`config.mk`:
```
export PLATFORM = sky130hd
export DESIGN_NAME = uart_autobaud_ctrl_flat
export DESIGN_NICKNAME = d
export VERILOG_FILES = /design/src/rtl/uart_pkg.sv /design/src/rtl/uart_autobaud_ctrl_if.sv /design/src/rtl/uart_rx_edge_det.sv /design/src/rtl/uart_autobaud_ctrl.sv /design/src/flat_wrapper.sv
export SDC_FILE = /design/constraint.sdc
export NUM_CORES = 1
export LEC_CHECK = 0
export BUFFER_PORTS_ARGS = -buffer_cell sky130_fd_sc_hd__buf_2
export CORE_MARGIN = 4
export CORE_UTILIZATION = 45
export CTS_CLUSTER_SIZE = 12
export DETAILED_ROUTE_END_ITERATION = 7
export PLACE_DENSITY = 0.65
export SKIP_LAST_GASP = 1
export SYNTH_ARGS = -nofsm -noshare
export SYNTH_HDL_FRONTEND = slang
export SYNTH_SLANG_ARGS = --single-unit
```
`constraint.sdc`:
```
create_clock -name clk -period 4.5 [get_ports clk]
set_input_delay 0.45 -clock clk [delete_from_list [all_inputs] [get_ports clk]]
set_output_delay 0.45 -clock clk [all_outputs]
set_load 0.02 [all_outputs]
```
`src/rtl/uart_pkg.sv`:
```
// uart_pkg: shared constants, FSM encoding and calibration helpers for the UART auto-baud controller
package uart_pkg;
    localparam int unsigned CLK_FRQ_DEF      = 100000000;
    localparam int unsigned DEFAULT_BAUD_DEF = 9600;
    localparam logic [7:0]  CAL_CHAR         = 8'h55;

    typedef enum logic [2:0] {
        IDLE,
        WAIT_IDLE,
        WAIT_EDGE,
        MEASURE,
        DONE,
        ERROR
    } cal_state_t;

    // Falling edges seen on an 8N1 frame of c, starting from an idle-high line
    function automatic int unsigned frame_falls(input logic [7:0] c);
        logic [9:0] f;
        logic p;
        int unsigned n;
        f = {1'b1, c, 1'b0};
        p = 1'b1;
        n = 0;
        for (int i = 0; i < 10; i++) begin
            if (p && !f[i]) n++;
            p = f[i];
        end
        return n;
    endfunction

    localparam int unsigned CAL_EDGES = frame_falls(CAL_CHAR);
endpackage

```
`src/rtl/uart_autobaud_ctrl_if.sv`:
```
// uart_autobaud_ctrl_if: line input, calibration request and baud result/status bundle
interface uart_autobaud_ctrl_if;
    logic        rx;
    logic        cal_start;
    logic [31:0] baud_tick_count;
    logic        tick_update;
    logic        busy;
    logic        locked;
    logic        cal_err;

    modport master (
        output rx, cal_start,
        input  baud_tick_count, tick_update, busy, locked, cal_err
    );

    modport slave (
        input  rx, cal_start,
        output baud_tick_count, tick_update, busy, locked, cal_err
    );
endinterface

```
`src/rtl/uart_rx_edge_det.sv`:
```
// uart_rx_edge_det: rx synchroniser, optional majority glitch filter (UART_AUTOBAUD_GLITCH_FILTER_EN) and falling-edge detector
module uart_rx_edge_det (
    input  logic clk,
    input  logic rst,
    input  logic rx,
    output logic line,
    output logic fall
);
    logic [1:0] sync;
    logic       prev;

    // Two-flop synchroniser, reset to the idle-high level
    always_ff @(posedge clk) begin
        if (rst) sync <= 2'b11;
        else     sync <= {sync[0], rx};
    end

`ifdef UART_AUTOBAUD_GLITCH_FILTER_EN
    logic [1:0] hist;

    // Two-deep history so a lone one-cycle sample is outvoted by its neighbours
    always_ff @(posedge clk) begin
        if (rst) hist <= 2'b11;
        else     hist <= {hist[0], sync[1]};
    end

    assign line = (sync[1] & hist[0]) | (sync[1] & hist[1]) | (hist[0] & hist[1]);
`else
    assign line = sync[1];
`endif

    // Previous line level for falling-edge detection
    always_ff @(posedge clk) begin
        if (rst) prev <= 1'b1;
        else     prev <= line;
    end

    assign fall = prev & ~line;
endmodule

```
`src/rtl/uart_autobaud_ctrl.sv`:
```
// uart_autobaud_ctrl: measures a 0x55 calibration character and loads the receiver's clocks-per-bit; see UART_AUTOBAUD_GLITCH_FILTER_EN in uart_rx_edge_det
module uart_autobaud_ctrl
    import uart_pkg::*;
#(
    parameter int unsigned CLK_FRQ      = CLK_FRQ_DEF,
    parameter int unsigned DEFAULT_BAUD = DEFAULT_BAUD_DEF,
    parameter int unsigned MIN_TICKS    = 16,
    parameter int unsigned MAX_TICKS    = 65535
) (
    input  logic                  clk,
    input  logic                  rst,
    uart_autobaud_ctrl_if.slave   bus
);
    localparam logic [31:0] RST_TICKS = 32'(CLK_FRQ / DEFAULT_BAUD);
    localparam logic [31:0] SPAN_MAX  = 32'(8 * MAX_TICKS);
    localparam logic [2:0]  LAST_EDGE = 3'(CAL_EDGES - 2);

    cal_state_t  state;
    logic [31:0] idle_cnt;
    logic [31:0] span;
    logic [2:0]  edge_cnt;
    logic [31:0] baud;
    logic        tick_update;
    logic        busy;
    logic        locked;
    logic        cal_err;
    logic        line;
    logic        fall;
    logic [31:0] result;
    logic        in_range;

    uart_rx_edge_det u_edge (
        .clk  (clk),
        .rst  (rst),
        .rx   (bus.rx),
        .line (line),
        .fall (fall)
    );

    // Span covers 8 bit times between the first and last falling edge; round to nearest
    assign result   = (span + 32'd4) >> 3;
    assign in_range = (result >= MIN_TICKS) && (result <= MAX_TICKS);

    // Calibration FSM with registered status outputs; cal_start restarts from any state
    always_ff @(posedge clk) begin
        if (rst) begin
            state       <= IDLE;
            idle_cnt    <= '0;
            span        <= '0;
            edge_cnt    <= '0;
            baud        <= RST_TICKS;
            tick_update <= 1'b0;
            busy        <= 1'b0;
            locked      <= 1'b0;
            cal_err     <= 1'b0;
        end else begin
            tick_update <= 1'b0;
            if (bus.cal_start) begin
                state    <= WAIT_IDLE;
                idle_cnt <= '0;
                busy     <= 1'b1;
                locked   <= 1'b0;
                cal_err  <= 1'b0;
            end else begin
                case (state)
                    WAIT_IDLE: begin
                        if (!line)                       idle_cnt <= '0;
                        else if (idle_cnt == MAX_TICKS - 1) state <= WAIT_EDGE;
                        else                             idle_cnt <= idle_cnt + 1;
                    end
                    WAIT_EDGE: begin
                        if (fall) begin
                            span     <= '0;
                            edge_cnt <= '0;
                            state    <= MEASURE;
                        end
                    end
                    MEASURE: begin
                        span <= span + 1;
                        if (fall) edge_cnt <= edge_cnt + 3'd1;
                        if (fall && edge_cnt == LAST_EDGE) begin
                            state <= DONE;
                        end else if (span == SPAN_MAX - 1) begin
                            state <= ERROR;
                            busy  <= 1'b0;
                        end
                    end
                    DONE: begin
                        busy <= 1'b0;
                        if (in_range) begin
                            baud        <= result;
                            tick_update <= 1'b1;
                            locked      <= 1'b1;
                            state       <= IDLE;
                        end else begin
                            state <= ERROR;
                        end
                    end
                    ERROR: begin
                        cal_err <= 1'b1;
                        state   <= IDLE;
                    end
                    default: state <= IDLE;
                endcase
            end
        end
    end

    assign bus.baud_tick_count = baud;
    assign bus.tick_update     = tick_update;
    assign bus.busy            = busy;
    assign bus.locked          = locked;
    assign bus.cal_err         = cal_err;
endmodule

```
`src/flat_wrapper.sv`:
```
// flat-port wrapper written by rule: the top's interface ports become plain ports
module uart_autobaud_ctrl_flat import uart_pkg::*;
#(
    parameter int unsigned CLK_FRQ      = CLK_FRQ_DEF,
    parameter int unsigned DEFAULT_BAUD = DEFAULT_BAUD_DEF,
    parameter int unsigned MIN_TICKS    = 16,
    parameter int unsigned MAX_TICKS    = 65535
)
  (clk, rst, bus_rx, bus_cal_start, bus_baud_tick_count, bus_tick_update, bus_busy, bus_locked, bus_cal_err);
  uart_autobaud_ctrl_if bus_i ();
  input  logic clk;
  input  logic rst;
  input wire logic [$bits(bus_i.rx)-1:0] bus_rx;
  input wire logic [$bits(bus_i.cal_start)-1:0] bus_cal_start;
  output wire logic [$bits(bus_i.baud_tick_count)-1:0] bus_baud_tick_count;
  output wire logic [$bits(bus_i.tick_update)-1:0] bus_tick_update;
  output wire logic [$bits(bus_i.busy)-1:0] bus_busy;
  output wire logic [$bits(bus_i.locked)-1:0] bus_locked;
  output wire logic [$bits(bus_i.cal_err)-1:0] bus_cal_err;
  assign bus_i.rx = bus_rx;
  assign bus_i.cal_start = bus_cal_start;
  assign bus_baud_tick_count = bus_i.baud_tick_count;
  assign bus_tick_update = bus_i.tick_update;
  assign bus_busy = bus_i.busy;
  assign bus_locked = bus_i.locked;
  assign bus_cal_err = bus_i.cal_err;
  uart_autobaud_ctrl #(.CLK_FRQ(CLK_FRQ), .DEFAULT_BAUD(DEFAULT_BAUD), .MIN_TICKS(MIN_TICKS), .MAX_TICKS(MAX_TICKS)) u_core (.clk(clk), .rst(rst), .bus(bus_i));
endmodule
```
## Yosys cells after proc, flatten, opt, wreduce, memory -nomap -nowiden

Index checks and enable logic that the tools add are counted.

| word-level totals | value |
|---|---|
| register bits | 106 |
| input bits | 4 |

| operators by class | value |
|---|---|
| add/subtract/negate cells | 4 |
| order comparisons | 2 |
| equality and inequality tests | 20 |
| multiplexer cells | 20 |
| bitwise operators | 4 |
| reduce and logical (&&, ||, !) cells | 14 |

Operators with widths:

| operator | count |
|---|---|
| $mux W32 | 3 |
| $add A32 B1 Y32 const B | 2 |
| $pmux W32 S2 | 1 |
| $add A32 B3 Y32 const B | 1 |
| $eq A32 B16 Y1 const B | 1 |
| $eq A32 B19 Y1 const B | 1 |
| $ge A29 B5 Y1 const B | 1 |
| $le A29 B16 Y1 const B | 1 |
| $mux W3 | 8 |
| $pmux W3 S4 | 1 |
| $reduce_and A4 Y1 | 3 |
| $eq A3 B2 Y1 const B | 3 |
| $ne A3 B2 Y1 const B | 3 |
| $reduce_and A3 Y1 | 3 |
| $eq A3 B3 Y1 const B | 2 |
| $ne A2 B1 Y1 const B | 3 |
| $ne A3 B3 Y1 const B | 2 |
| $pmux W3 S2 | 1 |
| $mux W1 | 5 |
| $ne A2 B2 Y1 const B | 2 |
| $ne A4 B2 Y1 const B | 1 |
| $reduce_and A2 Y1 | 2 |
| $add A3 B1 Y3 const B | 1 |
| $eq A3 B1 Y1 const B | 1 |
| 9 further kinds | 12 |

## Longest topological paths before layout

| logic depth | value |
|---|---|
| depth after elaboration | 6 |
| depth in mapped cells | 10 |
| gate-level depth less buffers | 9 |

## Modules after synthesis

Synthesis repeated with hierarchy kept, for this count alone.

| second synthesis, totals | value |
|---|---|
| cell total of the unflattened synthesis | 625 |
| area, all modules | 5471.5 um2 |

Modules (own cells, without submodules):

| module | times used | cells each | area an instance (um2) | seq. area each (um2) |
|---|---|---|---|---|
| uart_autobaud_ctrl | 1 | 618 | 5386.4 | 2062.0 |
| uart_rx_edge_det | 1 | 7 | 85.1 | 60.1 |

## Worst setup path before layout

Ideal clock, no wire load.

| timing path | value |
|---|---|
| path type | flip-flop to flip-flop |
| start | reg u_core.span[2] |
| end | reg u_core.baud[12] (netlist: u_core.bus.baud_tick_count[12]) |
| setup time | 0.121 ns |
| arrival time | 2.482 ns |
| required time | 4.379 ns |
| setup slack | 1.896 ns |
| stages on the path, launching flop included | 11 |
| clock period less this slack | 2.604 ns |
| cell sequence | dfxtp_1 ha_1 and3_2 buf_6 nand4_1 nor2_1 xor2_1 o311a_2 nand2_4 buf_6 mux2_4 |

| between the ends | value |
|---|---|
| cells in the longest elaborated chain, start to end | 4 |

RTL lines:

| element | line | source |
|---|---|---|
| from (decl) | uart_autobaud_ctrl.sv:20 | `logic [31:0] span;` |
| from (signal assigned) | uart_autobaud_ctrl.sv:79 | `span <= span + 1;` |
| $add A32 B3 Y32 * | uart_autobaud_ctrl.sv:41 | `assign result = (span + 32'd4) >> 3;` |
| $ge A29 B5 Y1 / $le A29 B16 Y1 (equally long branches) | uart_autobaud_ctrl.sv:42 | `assign in_range = (result >= MIN_TICKS) && (result <= MAX_TICKS);` |
| $logic_and A1 B1 Y1 | uart_autobaud_ctrl.sv:42 |  |
| $reduce_and A3 Y1 (no line) | - |  |
| to (signal assigned) | uart_autobaud_ctrl.sv:91 | `baud <= result;` |
| to (decl) | uart_autobaud_ctrl.sv:22 | `logic [31:0] baud;` |

Every way passes the cells marked *; elsewhere a longest branch is shown, timed or not.
A chain may end at the register's enable or synchronous reset.

## Worst setup path in the final report

| timing path | value |
|---|---|
| start | reg u_core.span[10] |
| end | reg u_core.baud[14] (netlist: u_core.bus.baud_tick_count[14]) |

Same word-level chain as after synthesis.

==> reports/results.txt <==
status -> complete, no violations
CP Cell Sequence -> nand4_1, nor4_1, and4_2, o211ai_2, nor4b_4, nand2_4, mux2_4
fin nets -> 675
drt drc -> 0
RSZ-0062 raised after global routing -> no
most frequent cells in the layout -> dfxtp_1, nor2_1, nand2_1, xnor2_1, buf_2
Resized Gates After CTS -> 0
FILL cells -> 1160
design area -> 6010 um^2
Flop pwr share -> 52.4%
critical path's top delay family -> simple AND/OR/NAND/NOR gates
Clk Latency, worst-skew pair -> 350 ps
Sw Pwr -> 0.399 mW
Tmin final -> 3080 ps
row cnt -> 40
H-tree levels -> 3
Largest stage delay, worst path -> 620 ps
Fmax -> 325 MHz
Port Buffers -> 36
DR iter-0 viols -> 306
Die W -> 119 um
clock network power share -> 45.0%
Stages on worst setup path -> 7
Gate power share -> 2.6%
worst hold endpoint -> u_core.u_edge.sync[0]
Min-Delay Path Class -> in2reg
final count of hold timing violations -> 0
FF+latch count, synth -> 106
Clock Pin Slew Worst Setup and Hold Paths -> 70 ps
Top FF cell, synth -> dfxtp_1
TritonCTS clock tree -> done
period utilisation layout -> 68.5%
worst-path maximum fanout -> 18
Worst Setup Slack, final -> 1420 ps
hold_sp -> bus_rx
Setup-failing EPs final -> 0
Post-DP HPWL -> 8610 um
Leak -> 2.30 nW
initial antenna violation count -> 0
worst path bufs/invs -> 0
syn_area_per_cell -> 8.54 um^2
CTS root buf -> clkbuf_16
hold_buf cts -> 0
R2R cell count -> 7
layout cells sized above 1 -> 14.9%
Initial Util -> 46.2%
origin of the critical flop-to-flop path -> u_core.span[10]
vias per std cell -> 5.50
Core Area -> 12000 um^2
worst-margin pin slew -> 850 ps
diode count -> 0
warning count from the yosys run -> 0
most common cell after layout, fill and taps aside -> dfxtp_1
I/O Pins -> 40
maximum clock insertion buffer count -> 2
critical path endpoint category -> flop
vias after detailed routing -> 4488
unique cell type count in the Yosys netlist -> 70
Int Power -> 1.41 mW
die area -> 14200 um^2
CP Launch Type -> flop
post-synthesis sequential area ratio -> 38.3%
area delta synth->final -> 8.37%
final antenna-violating net count -> 0
largest net degree at the start of global routing -> 49
EDFF count, synth -> 0
Setup Total Neg Slack -> 0 ps
gr usage total -> 17.4%
ys async rst share -> 0%
worst hold slack -> 310 ps
hold-critical path depth -> 2
critical path class -> reg2reg
remaining global-route overflow -> 0
flop2flop setup slack -> 1420 ps
Final Skew -> 6.87 ps
Total Power -> 1.81 mW
slowest CP cell -> nor4_1
Synth Instances -> 649
worst vdd ir -> 0.308 mV
Sw Share -> 22.1%
Pwr Density -> 301 nW/um^2
Detailed Route WL -> 11900 um
first-pass GRT wire length -> 20500 um
Critical Path RT -> 4740 ps
placed cell area -> 5700 um^2
drt pass-1 iters -> 5
pre-CTS WS -> 1490 ps
Mapped Area -> 5540 um^2
routability cong. -> 0.937
cts bufs inserted -> 9
Routed wire per std cell -> 14.6 um
fin. max-slew vios -> 0
die height -> 119 um
Worst slew margin -> 43.3%
arrival time at the worst endpoint -> 3320 ps
postcts setup bufs -> 0
number of global-route vias before repair -> 4233
max_cap viols -> 0
clk sinks -> 106
worst reg2reg endpoint -> u_core.bus.baud_tick_count[14]
-- flip-flops by register name, indices dropped and copies added, names as in the netlist --
register,count
u_core.bus.tick_update,1
u_core.bus.baud_tick_count,29
u_core.u_edge.prev,1
u_core.bus.busy,1
u_core.state,3
u_core.bus.locked,1
u_core.bus.cal_err,1
u_core.span,32
u_core.idle_cnt,32
u_core.edge_cnt,3
u_core.u_edge.sync,2
-- metal layers --
layer | track usage, % | routed length (um)
met1 | 22.0 | 5420
met2 | 28.8 | 5800
met3 | 5.32 | 513
met4 | 4.92 | 197
met5 | 0 | 0
-- cells by family after synthesis --
| kind of cell | Yosys count | synth area share [%] |
|---|---|---|
| buffers and inverters | 53 | 5.71 |
| other | 1 | 0.0676 |
| multiplexers | 19 | 3.81 |
| flip-flops | 106 | 38.3 |
| AO/OA/AOI/OAI | 76 | 8.98 |
| adder cells (fa/ha/maj) | 7 | 1.58 |
| AND/OR/NAND/NOR | 319 | 30.8 |
| XOR/XNOR | 68 | 10.7 |
-- synthesized netlist by cell type (all sizes together), types with 9 or more instances --
cell    instances  share of area [%]
nor2b           9                1.0
nor4           12                1.7
xor2           28                4.4
xnor2          40                6.3
nor2          103                7.0
clkbuf         23                2.6
o21ai          21                2.0
nand3          23                2.1
dfxtp         106                 38
or3            15                1.7
buf            15                2.1
nand2          41                2.9
and2           20                2.3
a21oi          22                2.1
nor3           21                2.0
nand4          29                3.7
mux2           11                2.4
and3           16                1.9
inv            15                1.0
-- worst max-delay path by stage --
| stage | startpoint | end |
|---|---|---|
| after CTS | u_core.span[2] | u_core.state[0] |
| after floorplan | u_core.span[2] | u_core.bus.baud_tick_count[12] |
| after global routing | u_core.span[2] | u_core.state[0] |
| after global placement | u_core.span[10] | u_core.bus.baud_tick_count[12] |
| final | u_core.span[10] | u_core.bus.baud_tick_count[14] |
| after detailed placement | u_core.span[2] | u_core.state[0] |
-- area by class of cell --
type,count,area (um^2),area share (%)
repair buffers,40,210,3.50
inverters,15,56.3,0.937
clock buffers,10,239,3.98
well taps,147,184,3.06
multi-input cells,492,3120,52.0
clock inverters,6,72.6,1.21
flip-flops and latches,106,2120,35.3
-- power by group through the flow --
stage | logic, mW | clock network (mW) | registers [mW]
after floorplan | 0.0396 | 0 | 0.966
after global placement | 0.0465 | 0 | 0.969
after detailed placement | 0.0476 | 0 | 0.969
after CTS | 0.0478 | 0.834 | 0.947
after global routing | 0.0533 | 0.881 | 0.948
final | 0.0469 | 0.813 | 0.947
-- through the flow --
stage          util (%)  instances
2_1_floorplan         -        651
3_3_place_gp       47.4        800
3_5_place_dp       47.4        800
4_1_cts            50.0        816
5_1_grt            50.0        816
6_report           50.0        816
(Power assumes the default switching activity.)
